`src/rtl/oled_spi_arbiter.sv`:
```
// oled_spi_arbiter
//   Shares one spiMaster byte port between NUM_CH byte-stream clients.
//   Bursts are granted one at a time. Selection is either fixed priority
//   (lowest index wins) or round-robin. The block also sequences the panel
//   hardware reset, and it aborts any byte that waits too long for
//   spi_send_done.
//
// Ports
//   clk, reset_n                 single clock, asynchronous active-low reset
//   req/req_valid/req_dc/req_last per-channel burst request and byte strobes
//   req_data                     per-channel byte, channel i at [8i+7:8i]
//   req_ready                    same-cycle accept pulse to the granted channel
//   grant                        one-hot bus owner, zero when idle
//   spi_send/spi_data/dc         byte request to spiMaster, held until done
//   spi_send_done                byte-finished pulse from spiMaster
//   oled_rst_n, panel_ready      panel reset sequencing
//   timeout_err                  sticky flag for an aborted byte
module oled_spi_arbiter #(
    parameter int NUM_CH       = 3,
    parameter int RR_MODE      = 0,
    parameter int RST_LOW_CYC  = 1000,
    parameter int RST_WAIT_CYC = 1000,
    parameter int TIMEOUT_CYC  = 4096
) (
    input  logic                  clk,
    input  logic                  reset_n,
    input  logic [NUM_CH-1:0]     req,
    input  logic [NUM_CH-1:0]     req_valid,
    input  logic [8*NUM_CH-1:0]   req_data,
    input  logic [NUM_CH-1:0]     req_dc,
    input  logic [NUM_CH-1:0]     req_last,
    output logic [NUM_CH-1:0]     req_ready,
    output logic [NUM_CH-1:0]     grant,
    output logic                  spi_send,
    output logic [7:0]            spi_data,
    output logic                  dc,
    input  logic                  spi_send_done,
    output logic                  oled_rst_n,
    output logic                  panel_ready,
    output logic                  timeout_err
);

    localparam int MAX_A   = (RST_LOW_CYC > RST_WAIT_CYC) ? RST_LOW_CYC : RST_WAIT_CYC;
    localparam int MAX_CYC = (MAX_A > TIMEOUT_CYC) ? MAX_A : TIMEOUT_CYC;
    localparam int CW      = $clog2(MAX_CYC + 1);
    localparam int IW      = (NUM_CH > 1) ? $clog2(NUM_CH) : 1;

    localparam logic [CW-1:0] LOW_END  = CW'(RST_LOW_CYC - 1);
    localparam logic [CW-1:0] WAIT_END = CW'(RST_WAIT_CYC - 1);
    localparam logic [CW-1:0] TO_END   = CW'(TIMEOUT_CYC - 1);
    localparam logic [IW-1:0] PTR_RST  = IW'(NUM_CH - 1);

    typedef enum logic [2:0] {
        S_RST_LOW,
        S_RST_WAIT,
        S_IDLE,
        S_LOAD,
        S_SEND
    } state_t;

    state_t            state_q, state_d;
    logic [CW-1:0]     cnt_q, cnt_d;
    logic [IW-1:0]     ptr_q, ptr_d;       // granted channel, also the round-robin pointer
    logic [NUM_CH-1:0] grant_q, grant_d;
    logic              spi_send_q, spi_send_d;
    logic [7:0]        spi_data_q, spi_data_d;
    logic              dc_q, dc_d;
    logic              last_q, last_d;
    logic              oled_rst_n_q, oled_rst_n_d;
    logic              panel_ready_q, panel_ready_d;
    logic              timeout_err_q, timeout_err_d;

    // Strobes of the currently granted channel.
    logic       g_req, g_valid, g_dc, g_last;
    logic [7:0] g_data;

    assign g_req   = req[ptr_q];
    assign g_valid = req_valid[ptr_q];
    assign g_dc    = req_dc[ptr_q];
    assign g_last  = req_last[ptr_q];
    assign g_data  = req_data[8*int'(ptr_q) +: 8];

    // Arbitration. Round-robin scans from the channel after the last grant;
    // the pointer's reset value makes channel 0 first after reset.
    logic          pick_found;
    logic [IW-1:0] pick_idx;
    logic [IW-1:0] cand;

    always_comb begin
        pick_found = 1'b0;
        pick_idx   = '0;
        cand       = '0;
        for (int k = 0; k < NUM_CH; k++) begin
            if (RR_MODE != 0) begin
                cand = IW'((int'(ptr_q) + 1 + k) % NUM_CH);
            end else begin
                cand = IW'(k);
            end
            if (!pick_found && req[cand]) begin
                pick_found = 1'b1;
                pick_idx   = cand;
            end
        end
    end

    // The accept pulse must fall in the same cycle as the byte it takes.
    // For that reason it is decoded from registered state rather than stored.
    assign req_ready = (state_q == S_LOAD && g_valid) ? grant_q : '0;

    always_comb begin
        state_d       = state_q;
        cnt_d         = cnt_q;
        ptr_d         = ptr_q;
        grant_d       = grant_q;
        spi_send_d    = spi_send_q;
        spi_data_d    = spi_data_q;
        dc_d          = dc_q;
        last_d        = last_q;
        oled_rst_n_d  = oled_rst_n_q;
        panel_ready_d = panel_ready_q;
        timeout_err_d = timeout_err_q;

        case (state_q)
            S_RST_LOW: begin
                if (cnt_q == LOW_END) begin
                    cnt_d        = '0;
                    oled_rst_n_d = 1'b1;
                    state_d      = S_RST_WAIT;
                end else begin
                    cnt_d = cnt_q + 1'b1;
                end
            end
            S_RST_WAIT: begin
                if (cnt_q == WAIT_END) begin
                    cnt_d         = '0;
                    panel_ready_d = 1'b1;
                    state_d       = S_IDLE;
                end else begin
                    cnt_d = cnt_q + 1'b1;
                end
            end
            S_IDLE: begin
                if (pick_found) begin
                    grant_d = NUM_CH'(1) << pick_idx;
                    ptr_d   = pick_idx;
                    state_d = S_LOAD;
                end
            end
            S_LOAD: begin
                // A valid byte takes precedence over a request drop in the same cycle.
                if (g_valid) begin
                    spi_data_d = g_data;
                    dc_d       = g_dc;
                    last_d     = g_last;
                    spi_send_d = 1'b1;
                    cnt_d      = '0;
                    state_d    = S_SEND;
                end else if (!g_req) begin
                    grant_d = '0;
                    state_d = S_IDLE;
                end
            end
            S_SEND: begin
                // Done is checked first, so it wins over a timeout that ends in the same cycle.
                if (spi_send_done) begin
                    spi_send_d = 1'b0;
                    if (last_q || !g_req) begin
                        grant_d = '0;
                        state_d = S_IDLE;
                    end else begin
                        state_d = S_LOAD;
                    end
                end else if (cnt_q == TO_END) begin
                    spi_send_d    = 1'b0;
                    timeout_err_d = 1'b1;
                    grant_d       = '0;
                    state_d       = S_IDLE;
                end else begin
                    cnt_d = cnt_q + 1'b1;
                end
            end
            default: begin
                state_d = S_RST_LOW;
            end
        endcase
    end

    always_ff @(posedge clk or negedge reset_n) begin
        if (!reset_n) begin
            state_q       <= S_RST_LOW;
            cnt_q         <= '0;
            ptr_q         <= PTR_RST;
            grant_q       <= '0;
            spi_send_q    <= 1'b0;
            spi_data_q    <= 8'h00;
            dc_q          <= 1'b0;
            last_q        <= 1'b0;
            oled_rst_n_q  <= 1'b0;
            panel_ready_q <= 1'b0;
            timeout_err_q <= 1'b0;
        end else begin
            state_q       <= state_d;
            cnt_q         <= cnt_d;
            ptr_q         <= ptr_d;
            grant_q       <= grant_d;
            spi_send_q    <= spi_send_d;
            spi_data_q    <= spi_data_d;
            dc_q          <= dc_d;
            last_q        <= last_d;
            oled_rst_n_q  <= oled_rst_n_d;
            panel_ready_q <= panel_ready_d;
            timeout_err_q <= timeout_err_d;
        end
    end

    assign grant       = grant_q;
    assign spi_send    = spi_send_q;
    assign spi_data    = spi_data_q;
    assign dc          = dc_q;
    assign oled_rst_n  = oled_rst_n_q;
    assign panel_ready = panel_ready_q;
    assign timeout_err = timeout_err_q;

endmodule

```
`config.mk`:
```
export PLATFORM = sky130hd
export DESIGN_NAME = oled_spi_arbiter
export DESIGN_NICKNAME = d
export VERILOG_FILES = /design/src/rtl/oled_spi_arbiter.sv
export SDC_FILE = /design/constraint.sdc
export NUM_CORES = 1
export LEC_CHECK = 0
export BUFFER_PORTS_ARGS = -buffer_cell sky130_fd_sc_hd__buf_4
export CAP_MARGIN = 20
export CELL_PAD_IN_SITES_DETAIL_PLACEMENT = 1
export CELL_PAD_IN_SITES_GLOBAL_PLACEMENT = 2
export CORE_ASPECT_RATIO = 1.1
export CORE_UTILIZATION = 30
export DETAILED_ROUTE_END_ITERATION = 10
export HOLD_SLACK_MARGIN = 0.1
export MAX_ROUTING_LAYER = met4
export PLACE_DENSITY = 0.83
export SLEW_MARGIN = 0
export SYNTH_ARGS = -nofsm -noshare
export SYNTH_HDL_FRONTEND = slang
export SYNTH_SLANG_ARGS = --single-unit
export TNS_END_PERCENT = 30
```
`constraint.sdc`:
```
create_clock -name clk -period 2.51 [get_ports clk]
set_input_delay 0.251 -clock clk [delete_from_list [all_inputs] [get_ports clk]]
set_output_delay 0.251 -clock clk [all_outputs]
set_load 0.02 [all_outputs]
```
==> out/summary.log, run 1 <==
qor: run_status.result_of_the_run complete, no violations
qor: drt.antenna_violating_nets_post_route 0
qor: sta.clock_period_minus_final_worst_setup_slack 2280 ps
qor: worst_setup_path.cp-start-kind register
qor: die.core 6560 um^2
qor: die.start_util 30.8%
qor: sta.timing.final.setup_violations 0
qor: placed_design.routabilityCongestion 0.785
qor: global_route.largest_net_degree_at_the_start_of_global_routing 36
qor: synth.synth_flop_type dfrtp_1
qor: drt.via_count 1951
qor: synth.yosysWarnings 0
qor: layout.design.final.nets 335
qor: layout.layout.cell_area.non_filler 2670 um^2
qor: drt.met2_wirelength 2.72 mm
qor: global_route.first_global_vias 2084
qor: drt.topmost_layer_with_routed_signal_wires met4
qor: power.power_density 743 nW/um^2
qor: die.die-area 7070 um^2
qor: synth.synth_cell_type_count 46
qor: placed_design.placed_cell_area 2570 um^2
qor: worst_hold_path.hold_path.class in2reg
qor: synth.synth_enable_flop_cells 0
qor: worst_setup_path.critical_path_peak_fanout 7
qor: drt.wl 5.73 mm
qor: worst_setup_path.crit_arrival 2420 ps
qor: sta.max_slew_margin 54.4%
qor: drt.drt-initial-drc-count 69
qor: synth.synthesis.area_per_instance 8.72 um^2
qor: synth.yosysSeqAreaShare 43.4%
qor: clock_network.number_of_post_cts_setup_repair_buffers 0
qor: worst_setup_path.critical_path.cell_chain ha_1 -> or4b_2 -> nor4_4 -> nor3_1 -> nor2_1 -> a221oi_1
qor: clock_network.htreeDepth 2
qor: global_route.grt_antenna_before_repair 0
qor: synth.instance_count_of_the_mapped_netlist 232
qor: drt.drt-met1-wl 2.54 mm
qor: worst_setup_path.required 2660 ps
qor: clock_network.cts_root_buffer clkbuf_8
qor: drt.wl_per_cell 15.2 um
qor: sta.finalCritPeriodShare 90.7%
qor: synth.synth_nets 272
qor: sta.final_max_slew_viol_count 0
qor: clock_network.numCtsBuffers 5
qor: power.leak_pwr 1.22 nW
qor: drt.post-route-drc-count 0
qor: layout.layout-area-overhead-vs-synth 32.2%
qor: sta.grt_setup_unrepaired no
qor: synth.synth_top_cells_by_area dfrtp_1 42%, o21ai_0 6.9%, mux2i_1 6.4%
qor: synth.syn-cell-area 2020 um^2
qor: sta.final-hold-violation-count 0
qor: sta.fmax 439 MHz
qor: placed_design.dp_hpwl 4.48 mm
qor: flow_run.max-cap-violations 0
qor: worst_setup_path.worst-setup-path-type reg2reg
qor: clock_network.clock_transition_at_the_registers_of_the_reported_paths 70 ps
qor: synth.postSynthRegisterBits 35
qor: layout.fillCellCount 793
qor: global_route.grt_overflow 0
qor: sta.totalNegativeSetupSlack 0 ps
qor: placed_design.io_buffer_count 57
qor: die.core.rowCount 31
qor: clock_network.clk_path_buf_depth 2
qor: worst_setup_path.critPathCaptureType register
qor: synth.synth_area_leader_cell dfrtp_1
qor: global_route.grt_first_pass_wirelength 9.84 mm
qor: clock_network.clock_sink_count 35
qor: die.die_h 88.1 um
qor: sta.setup_skew 6.64 ps
qor: global_route.gr-usage-all-layers 18.8%
qor: die.die-width 80.3 um
qor: die.io_pins 58
qor: synth.synth.most_common_cell dfrtp_1
qor: sta.measured_slew_at_the_worst_slew_check_pin 679 ps
qor: drt.detailedRoute.firstPassIterationCount 4
qor: worst_setup_path.timing.critical_path.slowest_cell_delay 650 ps
qor: layout.drive_gt1_share 29.2%
qor: power.vdd_ir_drop_max 0.405 mV
qor: clock_network.cts_tree built
qor: clock_network.clock_latency_late_sink 290 ps
qor: drt.wl_met3 415 um
qor: worst_setup_path.highest_delay_cell_along_the_critical_path or4b_2
qor: drt.routed_via_density 5.18
qor: synth.yosys.area.top_type_share 42.1%
qor: synth.synth_common_cells 34 x dfrtp_1, 28 x o21ai_0, 23 x a21oi_1, 23 x nor2_1, 21 x nand2_1
qor: layout.antenna_cells 0
qor: synth.async_reset_ff_share 100%
cells in the final DEF, fill, tap and decap left out, drive strengths merged, types with 2 or more instances in the layout:
| master | Yosys | routed |
|---|---|---|
| nor4 | 2 | 2 |
| and2 | 3 | 3 |
| nor2 | 23 | 23 |
| or3 | 8 | 8 |
| nand3 | 3 | 3 |
| o21ai | 28 | 28 |
| nand2b | 2 | 2 |
| o31ai | 3 | 3 |
| inv | 8 | 8 |
| nand4 | 6 | 6 |
| buf | 2 | 66 |
| clkbuf | 9 | 6 |
| nand4b | 2 | 2 |
| or4 | 2 | 2 |
| nor3 | 9 | 9 |
| a21oi | 24 | 24 |
| mux2i | 13 | 13 |
| and3 | 4 | 4 |
| a211oi | 2 | 2 |
| dfrtp | 34 | 34 |
| o21a | 4 | 4 |
| nand2 | 22 | 22 |
| o2bb2ai | 2 | 2 |
power by group:
group | internal [mW] | total (mW) | switching [mW]
Sequential | 0.699 | 0.820 | 0.122
Combinational | 0.339 | 0.746 | 0.407
Clock | 0.215 | 0.420 | 0.204
Total | 1.25 | 1.99 | 0.733
cells by family (layout without fill, tap and decap cells):
kind of cell / count (synthesis) / after routing / synth area share (%)
adders and majority gates: 1 / 1 / 0.619
and+or+nand+nor: 91 / 91 / 23.9
muxes: 14 / 14 / 6.99
xor gates and xnor gates: 1 / 1 / 0.433
buffers and inverters: 19 / 82 / 3.77
AOI/OAI and AO/OA: 71 / 71 / 20.9
DFF: 35 / 35 / 43.4
critical path: cells and delay by family (launching register included):
family	cells	cell delay [ps]
AND/OR/NAND/NOR	4	1320
adder cells (fa/ha/maj)	1	320
flip-flops	1	380
AO/OA/AOI/OAI	1	120
final timing paths:
check | startpoint | end | slack (ps) | depth (start not counted)
hold / removal | spi_send_done | timeout_err | 210 | 2
hold reg to reg | panel_ready | panel_ready | 480 | 1
setup reg to reg | cnt_q[0] | state_q[0] | 230 | 6
min in group asynchronous | reset_n | cnt_q[12] | 460 | 2
setup / recovery | cnt_q[0] | state_q[0] | 230 | 6
max in group asynchronous | reset_n | ptr_q[1] | 1690 | 2
cell type report:
type	count	area [um^2]	area share (%)
inverters	8	30.0	1.12
well taps	82	103	3.84
flip-flops and latches	35	877	32.8
multi-input cells	178	1070	40.1
clock buffers	6	82.6	3.09
repair buffers	67	505	18.9
clock inverters	1	5.00	0.187
state kept, by name, indices dropped and copies added, names as in the netlist:
register / flops
ptr_q: 2
state_q: 3
panel_ready: 1
last_q: 1
cnt_q: 13
dc: 1
spi_send: 1
oled_rst_n: 1
timeout_err: 1
grant: 3
spi_data: 8
metrics by stage:
| step | worst slack [ps] | power, mW | util (%) | hold WS [ps] | cells |
|---|---|---|---|---|---|
| 2_1_floorplan | 510 | 1.28 | - | -44.6 | 232 |
| 3_3_place_gp | 201 | 1.56 | 39.3 | 239 | 369 |
| 3_5_place_dp | 153 | 1.58 | 39.3 | 249 | 369 |
| 4_1_cts | 42.0 | 2.01 | 40.8 | 207 | 377 |
| 5_1_grt | 21.3 | 2.15 | 40.8 | 217 | 377 |
| 6_report | 233 | 1.99 | 40.8 | 210 | 377 |
timing repair:
action / 4_1_cts / 5_1_grt
resized for setup: 0 / 1
setup endpoints to repair: 0 / 6
hold buffers: 1 / 0
hold endpoints to repair: 34 / 0
per-layer routing:
layer  GRT usage, %  vias to the layer above
li1               -                      963
met1           22.2                      919
met2           31.1                       63
met3           5.73                        6
met4           4.87                        0
met5              -                        -
(Power assumes the default switching activity.)
==> inputs of run 2 (changes only) <==
- ABC_AREA: not set -> 1
- CORE_UTILIZATION: 30 -> 29
- PLACE_DENSITY: 0.83 -> 0.84
==> run 2 against run 1 <==
Total power grew 30%; largest cell class unchanged; synthesized area grew 17%; critical path depth grew 1; routed wire length grew 21%; critical path type is now reg2out.
==> out/summary.log, run 2 <==
qor: worst_setup_path.crit_arrival 1900 ps
qor: synth.synth_common_cells 118 x nand2_1, 35 x nor2_1, 34 x dfrtp_1
qor: global_route.grt.met1_usage 22.8%
qor: worst_setup_path.critical_path_depth 7
qor: placed_design.dp.cells 495
qor: synth.instance_count_of_the_mapped_netlist 339
qor: clock_network.clk_path_buf_depth 2
qor: layout.drive_gt1_share 23.5%
qor: layout.top_register cnt_q
qor: synth.synth-compound-area-share 14.0%
qor: worst_setup_path.critical_path.cell_chain inv_1 -> nor2_1 -> nand2_1 -> nand2_1 -> nand2_2 -> nor2_1 -> buf_4
qor: worst_setup_path.required 2260 ps
qor: synth.yosysSeqAreaShare 37.1%
qor: run_status.result_of_the_run complete, no violations
qor: synth.yosysWarnings 0
qor: worst_setup_path.worst-setup-path-type reg2out
qor: layout.largest_reg_flops 13
qor: clock_network.clock_latency_late_sink 290 ps
qor: placed_design.dp_hpwl 5.34 mm
qor: worst_setup_path.length_in_cells_of_the_worst_reg_to_reg_path 10
qor: power.power_density 860 nW/um^2
qor: synth.synth.most_common_cell nand2_1
qor: die.io_pins 58
qor: global_route.first_global_vias 2475
qor: synth.synth_top_family_by_area simple AND/OR/NAND/NOR gates
qor: die.die-width 88.1 um
qor: sta.hold_slack 153 ps
qor: drt.wl 6.92 mm
qor: die.core.rowCount 34
qor: synth.yosys.area.top_type_share 36.0%
qor: placed_design.routabilityCongestion 0.799
qor: worst_setup_path.timing.critical_path.slowest_cell_delay 520 ps
qor: global_route.global_route.usage.met3 3.07%
qor: clock_network.cts_tree built
qor: layout.antenna_cells 0
qor: clock_network.clock_sink_count 35
qor: global_route.grt.busiest_layer met2
qor: sta.finalCritPeriodShare 85.5%
qor: sta.clock_period_minus_final_worst_setup_slack 2150 ps
qor: drt.wl_per_cell 13.7 um
qor: layout.post-route-util 37.9%
qor: layout.leading_cell_type_in_the_layout_fill_and_taps_excluded nand2_1
qor: synth.synth_nets 379
qor: die.die-area 8510 um^2
qor: worst_setup_path.cp.buffers_inverters 2
qor: drt.post-route-drc-count 0
qor: layout.layout_common_cells 117 x nand2_1, 59 x buf_4, 35 x nor2_1, 33 x dfrtp_1, 28 x inv_1
qor: synth.synthSimpleGateAreaFrac 38.7%
qor: die.core 7910 um^2
qor: flow_run.max-cap-violations 0
qor: synth.postSynthRegisterBits 35
qor: die.die_h 96.7 um
qor: layout.design.final.nets 435
qor: sta.fmax 466 MHz
qor: layout.final-instance-count-excl-fill 504
qor: clock_network.numCtsBuffers 5
qor: synth.synthesis.area_per_instance 6.97 um^2
qor: global_route.grt_overflow 0
qor: global_route.grt_antenna_before_repair 0
qor: synth.synth_top_cells_by_area dfrtp_1 36%, nand2_1 19%, nor2_1 5.6%
qor: worst_setup_path.highest_delay_cell_along_the_critical_path dfstp_2
qor: worst_setup_path.critPathCaptureType primary output
qor: synth.post_synth_fa_ha_maj_area_fraction 0.530%
qor: power.leak_pwr 1.58 nW
qor: worst_setup_path.critical_path_peak_fanout 15
qor: global_route.grt.met2_usage 29.9%
qor: synth.syn-cell-area 2360 um^2
qor: power.vdd_ir_drop_max 0.389 mV
qor: clock_network.htreeDepth 2
qor: synth.post_synth_xor_area_fraction 1.11%
qor: drt.routed_via_density 4.75
qor: clock_network.clock_transition_at_the_registers_of_the_reported_paths 80 ps
qor: worst_hold_path.worst_hold_path.num_cells 2
qor: sta.measured_slew_at_the_worst_slew_check_pin 465 ps
qor: global_route.grt_first_pass_wirelength 11.7 mm
qor: drt.via_count 2395
qor: drt.drt-initial-drc-count 46
qor: synth.muxShareOfSynthArea 0%
qor: clock_network.cts_root_buffer clkbuf_8
qor: drt.antenna_violating_nets_post_route 0
qor: placed_design.io_buffer_count 57
qor: global_route.largest_net_degree_at_the_start_of_global_routing 36
qor: synth.synth_area_leader_cell dfrtp_1
qor: sta.timing.final.setup_violations 0
qor: die.start_util 29.9%
qor: synth.synth_flop_type dfrtp_1
qor: drt.detailedRoute.firstPassIterationCount 3
qor: sta.final_max_slew_viol_count 0
qor: sta.max_slew_margin 68.9%
qor: worst_hold_path.hold_path.class in2reg
qor: worst_setup_path.worst_path_dominant_cell_family simple AND/OR/NAND/NOR gates
qor: sta.totalNegativeSetupSlack 0 ps
qor: worst_setup_path.cp-start-kind register
qor: sta.grt_setup_unrepaired no
qor: layout.layout-area-overhead-vs-synth 27.0%
qor: global_route.gr-usage-all-layers 18.1%
qor: synth.synth_cell_type_count 35
qor: sta.setup_skew 12.1 ps
qor: synth.synth_enable_flop_cells 0
qor: synth.async_reset_ff_share 100%
qor: sta.final-hold-violation-count 0
## run 2: cell families after synthesis
logic type                 Yosys count
AOI/OAI and AO/OA                   52
adders and majority gates            1
DFF                                 35
and+or+nand+nor                    203
xor gates and xnor gates             3
buffers and inverters               45
## run 2: path summary, 6_finish.rpt
path                       slack (ps)          start            to
setup / recovery                  360       ptr_q[1]  req_ready[2]
hold / removal                    150  spi_send_done   timeout_err
setup reg to reg                  620       ptr_q[0]      grant[1]
max in group asynchronous        1700        reset_n      ptr_q[1]
min in group asynchronous         450        reset_n   spi_data[1]
hold reg to reg                   480     oled_rst_n    oled_rst_n
## run 2: layer usage
layer / vias up / wire length [um] / part of all wire (%)
met4: 0 / 93 / 1.3
met2: 48 / 3470 / 50
li1: 1202 / - / -
met1: 1137 / 3110 / 45
met5: - / 0 / 0
met3: 8 / 238 / 3.4
## run 2: report_power, final
part           leakage (nW)  internal, mW  switching [mW]
clock                0.0612         0.322           0.219
sequential            0.450         0.754           0.204
combinational          1.07         0.468           0.614
## run 2: final cells by class
| class | count | area (um^2) |
|---|---|---|
| clock inverter | 2 | 35.0 |
| tap | 108 | 135 |
| fill | 1042 | 4910 |
| inverter | 34 | 131 |
| multi-input combinational | 259 | 1280 |
| sequential | 35 | 878 |
| clock buffer | 6 | 82.6 |
| timing repair buffer | 60 | 453 |
## run 2: stage by stage
step	setup WS [ps]	total power, mW	instance area [um^2]
after floorplan	754	1.68	2360
after global placement	498	2.04	2870
after detailed placement	389	2.07	2870
after CTS	104	2.62	3000
after global routing	126	2.80	3000
final	363	2.58	3000
## run 2: timing repair
| item | 4_1_cts | 5_1_grt |
|---|---|---|
| endpoints found under the setup margin | 0 | 3 |
| endpoints found under the hold margin | 34 | 0 |
| hold buffers | 1 | 0 |
| setup buffers | 0 | 0 |
| resized for setup | 0 | 2 |
==> inputs of run 3 (changes only) <==
- BUFFER_PORTS_ARGS: -buffer_cell sky130_fd_sc_hd__buf_4 -> -buffer_cell sky130_fd_sc_hd__buf_2
- CORE_UTILIZATION: 29 -> 31
- PLACE_DENSITY: 0.84 -> 0.89
- clock period: 2.51 -> 2.74 ns (I/O delays scaled with it)
==> run 3 against run 2 <==
Combinational power decreased by 14%; non-clock buffer count decreased by 1; critical path depth unchanged; routed wire length increased by 2.2%; critical path type unchanged; core utilization about the same; first-iteration DRC count increased by 65%; final cell count decreased by 4.4%; flip-flop and latch count unchanged; via count about the same; sequential share of layout area increased by 1.9 points; sequential power decreased by 8.4%.
==> out/summary.log, run 3 (synthesis gave the netlist of run 2 again) <==
qor: run_status.result_of_the_run complete, no violations
qor: layout.fillCellCount 990
qor: drt.via_count 2393
qor: die.io_pins 58
qor: layout.drive_gt1_share 23.0%
qor: power.switchingPower 955 uW
qor: sta.fmax 409 MHz
qor: clock_network.cts_root_buffer clkbuf_8
qor: die.core.rowCount 33
qor: sta.max_slew_margin 43.0%
qor: placed_design.dp.cells 474
qor: power.share_of_power_burned_in_the_clock_network 21.6%
qor: power.comb_power_share 40.3%
qor: layout.antenna_cells 0
qor: layout.leading_cell_type_in_the_layout_fill_and_taps_excluded nand2_1
qor: drt.detailedRoute.firstPassIterationCount 4
qor: drt.antenna_violating_nets_post_route 0
qor: global_route.gr-usage-all-layers 19.4%
qor: sta.timing.final.setup_violations 0
qor: worst_setup_path.required 2470 ps
qor: worst_setup_path.r2r_setup_slack 610 ps
qor: sta.final_max_slew_viol_count 0
qor: clock_network.clock_latency_late_sink 290 ps
qor: power.internal-power 1.35 mW
qor: worst_setup_path.worst-setup-path-type reg2out
qor: layout.layout-area-overhead-vs-synth 19.3%
qor: sta.setup_skew 10.6 ps
qor: clock_network.cts.repair.resized 0
qor: sta.clock_period_minus_final_worst_setup_slack 2440 ps
qor: power.sw_frac_of_total 41.5%
qor: worst_setup_path.critPathCaptureType primary output
qor: layout.design.final.nets 434
qor: clock_network.clock_transition_at_the_registers_of_the_reported_paths 80 ps
qor: sta.measured_slew_at_the_worst_slew_check_pin 855 ps
qor: die.die-area 7970 um^2
qor: sta.finalCritPeriodShare 89.2%
qor: sta.final-hold-violation-count 0
qor: clock_network.clk_path_buf_depth 2
qor: drt.wl_per_cell 14.7 um
qor: clock_network.numCtsBuffers 5
qor: sta.grt_setup_unrepaired no
qor: clock_network.cts_hold_repair.buffers 0
qor: die.die_h 93.6 um
qor: global_route.grt_first_pass_wirelength 12.0 mm
qor: placed_design.io_buffer_count 57
qor: drt.routed_via_density 4.96
qor: worst_setup_path.critical_path_peak_fanout 15
qor: clock_network.number_of_post_cts_setup_repair_buffers 0
qor: worst_setup_path.cp-start-kind register
qor: power.leak_pwr 1.54 nW
qor: global_route.grt_overflow 0
qor: drt.drt-initial-drc-count 76
qor: layout.combined_area_of_the_multi_input_logic_cells 1280 um^2
qor: layout.largest_reg_flops 13
qor: layout.layout.area.seq 877 um^2
qor: die.core 7430 um^2
qor: worst_setup_path.crit_arrival 2170 ps
qor: layout.layout_common_cells 118 x nand2_1, 57 x buf_2, 35 x nor2_1, 34 x dfrtp_1, 28 x inv_1
qor: power.power_density 817 nW/um^2
qor: drt.wl 7.07 mm
qor: flow_run.max-cap-violations 0
qor: layout.final-instance-count-excl-fill 482
qor: global_route.largest_net_degree_at_the_start_of_global_routing 36
qor: placed_design.routabilityCongestion 0.779
qor: layout.top_register cnt_q
qor: worst_hold_path.hold_path.class in2async
qor: die.die-width 85.2 um
qor: die.start_util 31.8%
qor: power.vdd_ir_drop_max 0.310 mV
qor: clock_network.htreeDepth 2
qor: clock_network.cts_tree built
qor: placed_design.dp_hpwl 5.33 mm
qor: clock_network.clock_sink_count 35
qor: sta.totalNegativeSetupSlack 0 ps
qor: global_route.grt_antenna_before_repair 0
qor: global_route.first_global_vias 2500
qor: drt.post-route-drc-count 0
qor: power.seq_power_share 38.1%
## run 3: cell types whose count changed in the layout (fill, tap and decap cells not counted)
cell | previous run | this run
buf_2 | 0 | 57
buf_4 | 59 | 2
dfrtp_1 | 33 | 34
dfrtp_2 | 1 | 0
dlygate4sd3_1 | 1 | 0
nand2_1 | 117 | 118
nand2_2 | 3 | 2
## run 3: power by group through the flow
stage / combinational (mW) / sequential, mW / clock [mW]
floorplan: 0.616 / 0.921 / 0
global placement: 0.907 / 0.877 / 0
detailed placement: 0.937 / 0.885 / 0
CTS: 0.941 / 0.879 / 0.518
global route: 1.06 / 0.911 / 0.531
finish: 0.928 / 0.878 / 0.497
## run 3: final timing paths
check                              startpoint      endpoint  cells past startpoint
worst min register to register     oled_rst_n    oled_rst_n                      1
max in group asynchronous             reset_n     cnt_q[10]                      1
worst max-delay path                 ptr_q[0]  req_ready[0]                      7
worst max register to register       ptr_q[0]      grant[1]                     10
worst min-delay path                  reset_n   spi_data[2]                      1
min in group clk                spi_send_done   timeout_err                      2
## run 3: area by class of cell
type,instances,area share (%)
multi-input combinational,259,45.5
sequential,35,31.1
tap,87,3.86
clock buffer,6,2.93
clock inverter,2,1.24
timing repair buffer,59,10.7
inverter,34,4.66
## run 3: metal layers
metal	track usage [%]	wire length [um]	vias to the layer above	share of wire, %
met5	-	0	-	0
met4	2.97	18	0	0.25
met3	2.29	238	2	3.4
met2	33.6	3550	54	50
met1	24.8	3260	1138	46
li1	-	-	1199	-
## run 3: per-stage QoR
step / setup slack [ps] / area [um^2] / hold WS, ps / util [%] / power [mW]
after floorplan: 961 / 2360 / -21.6 / - / 1.54
after global placement: 742 / 2700 / 427 / 36.3 / 1.78
after detailed placement: 592 / 2700 / 444 / 36.3 / 1.82
after global routing: 51.0 / 2820 / 166 / 37.9 / 2.50
after CTS: 244 / 2820 / 120 / 37.9 / 2.34
final: 295 / 2820 / 94.5 / 37.9 / 2.30
## run 3: worst max-delay path, stage by stage, from the launching register on
cell and delay, ps:
dfrtp_1 590, inv_2 200, nand2_1 110, nand3_1 140, nand2_1 150, nand2_1 310
nor2_1 200, buf_2 180
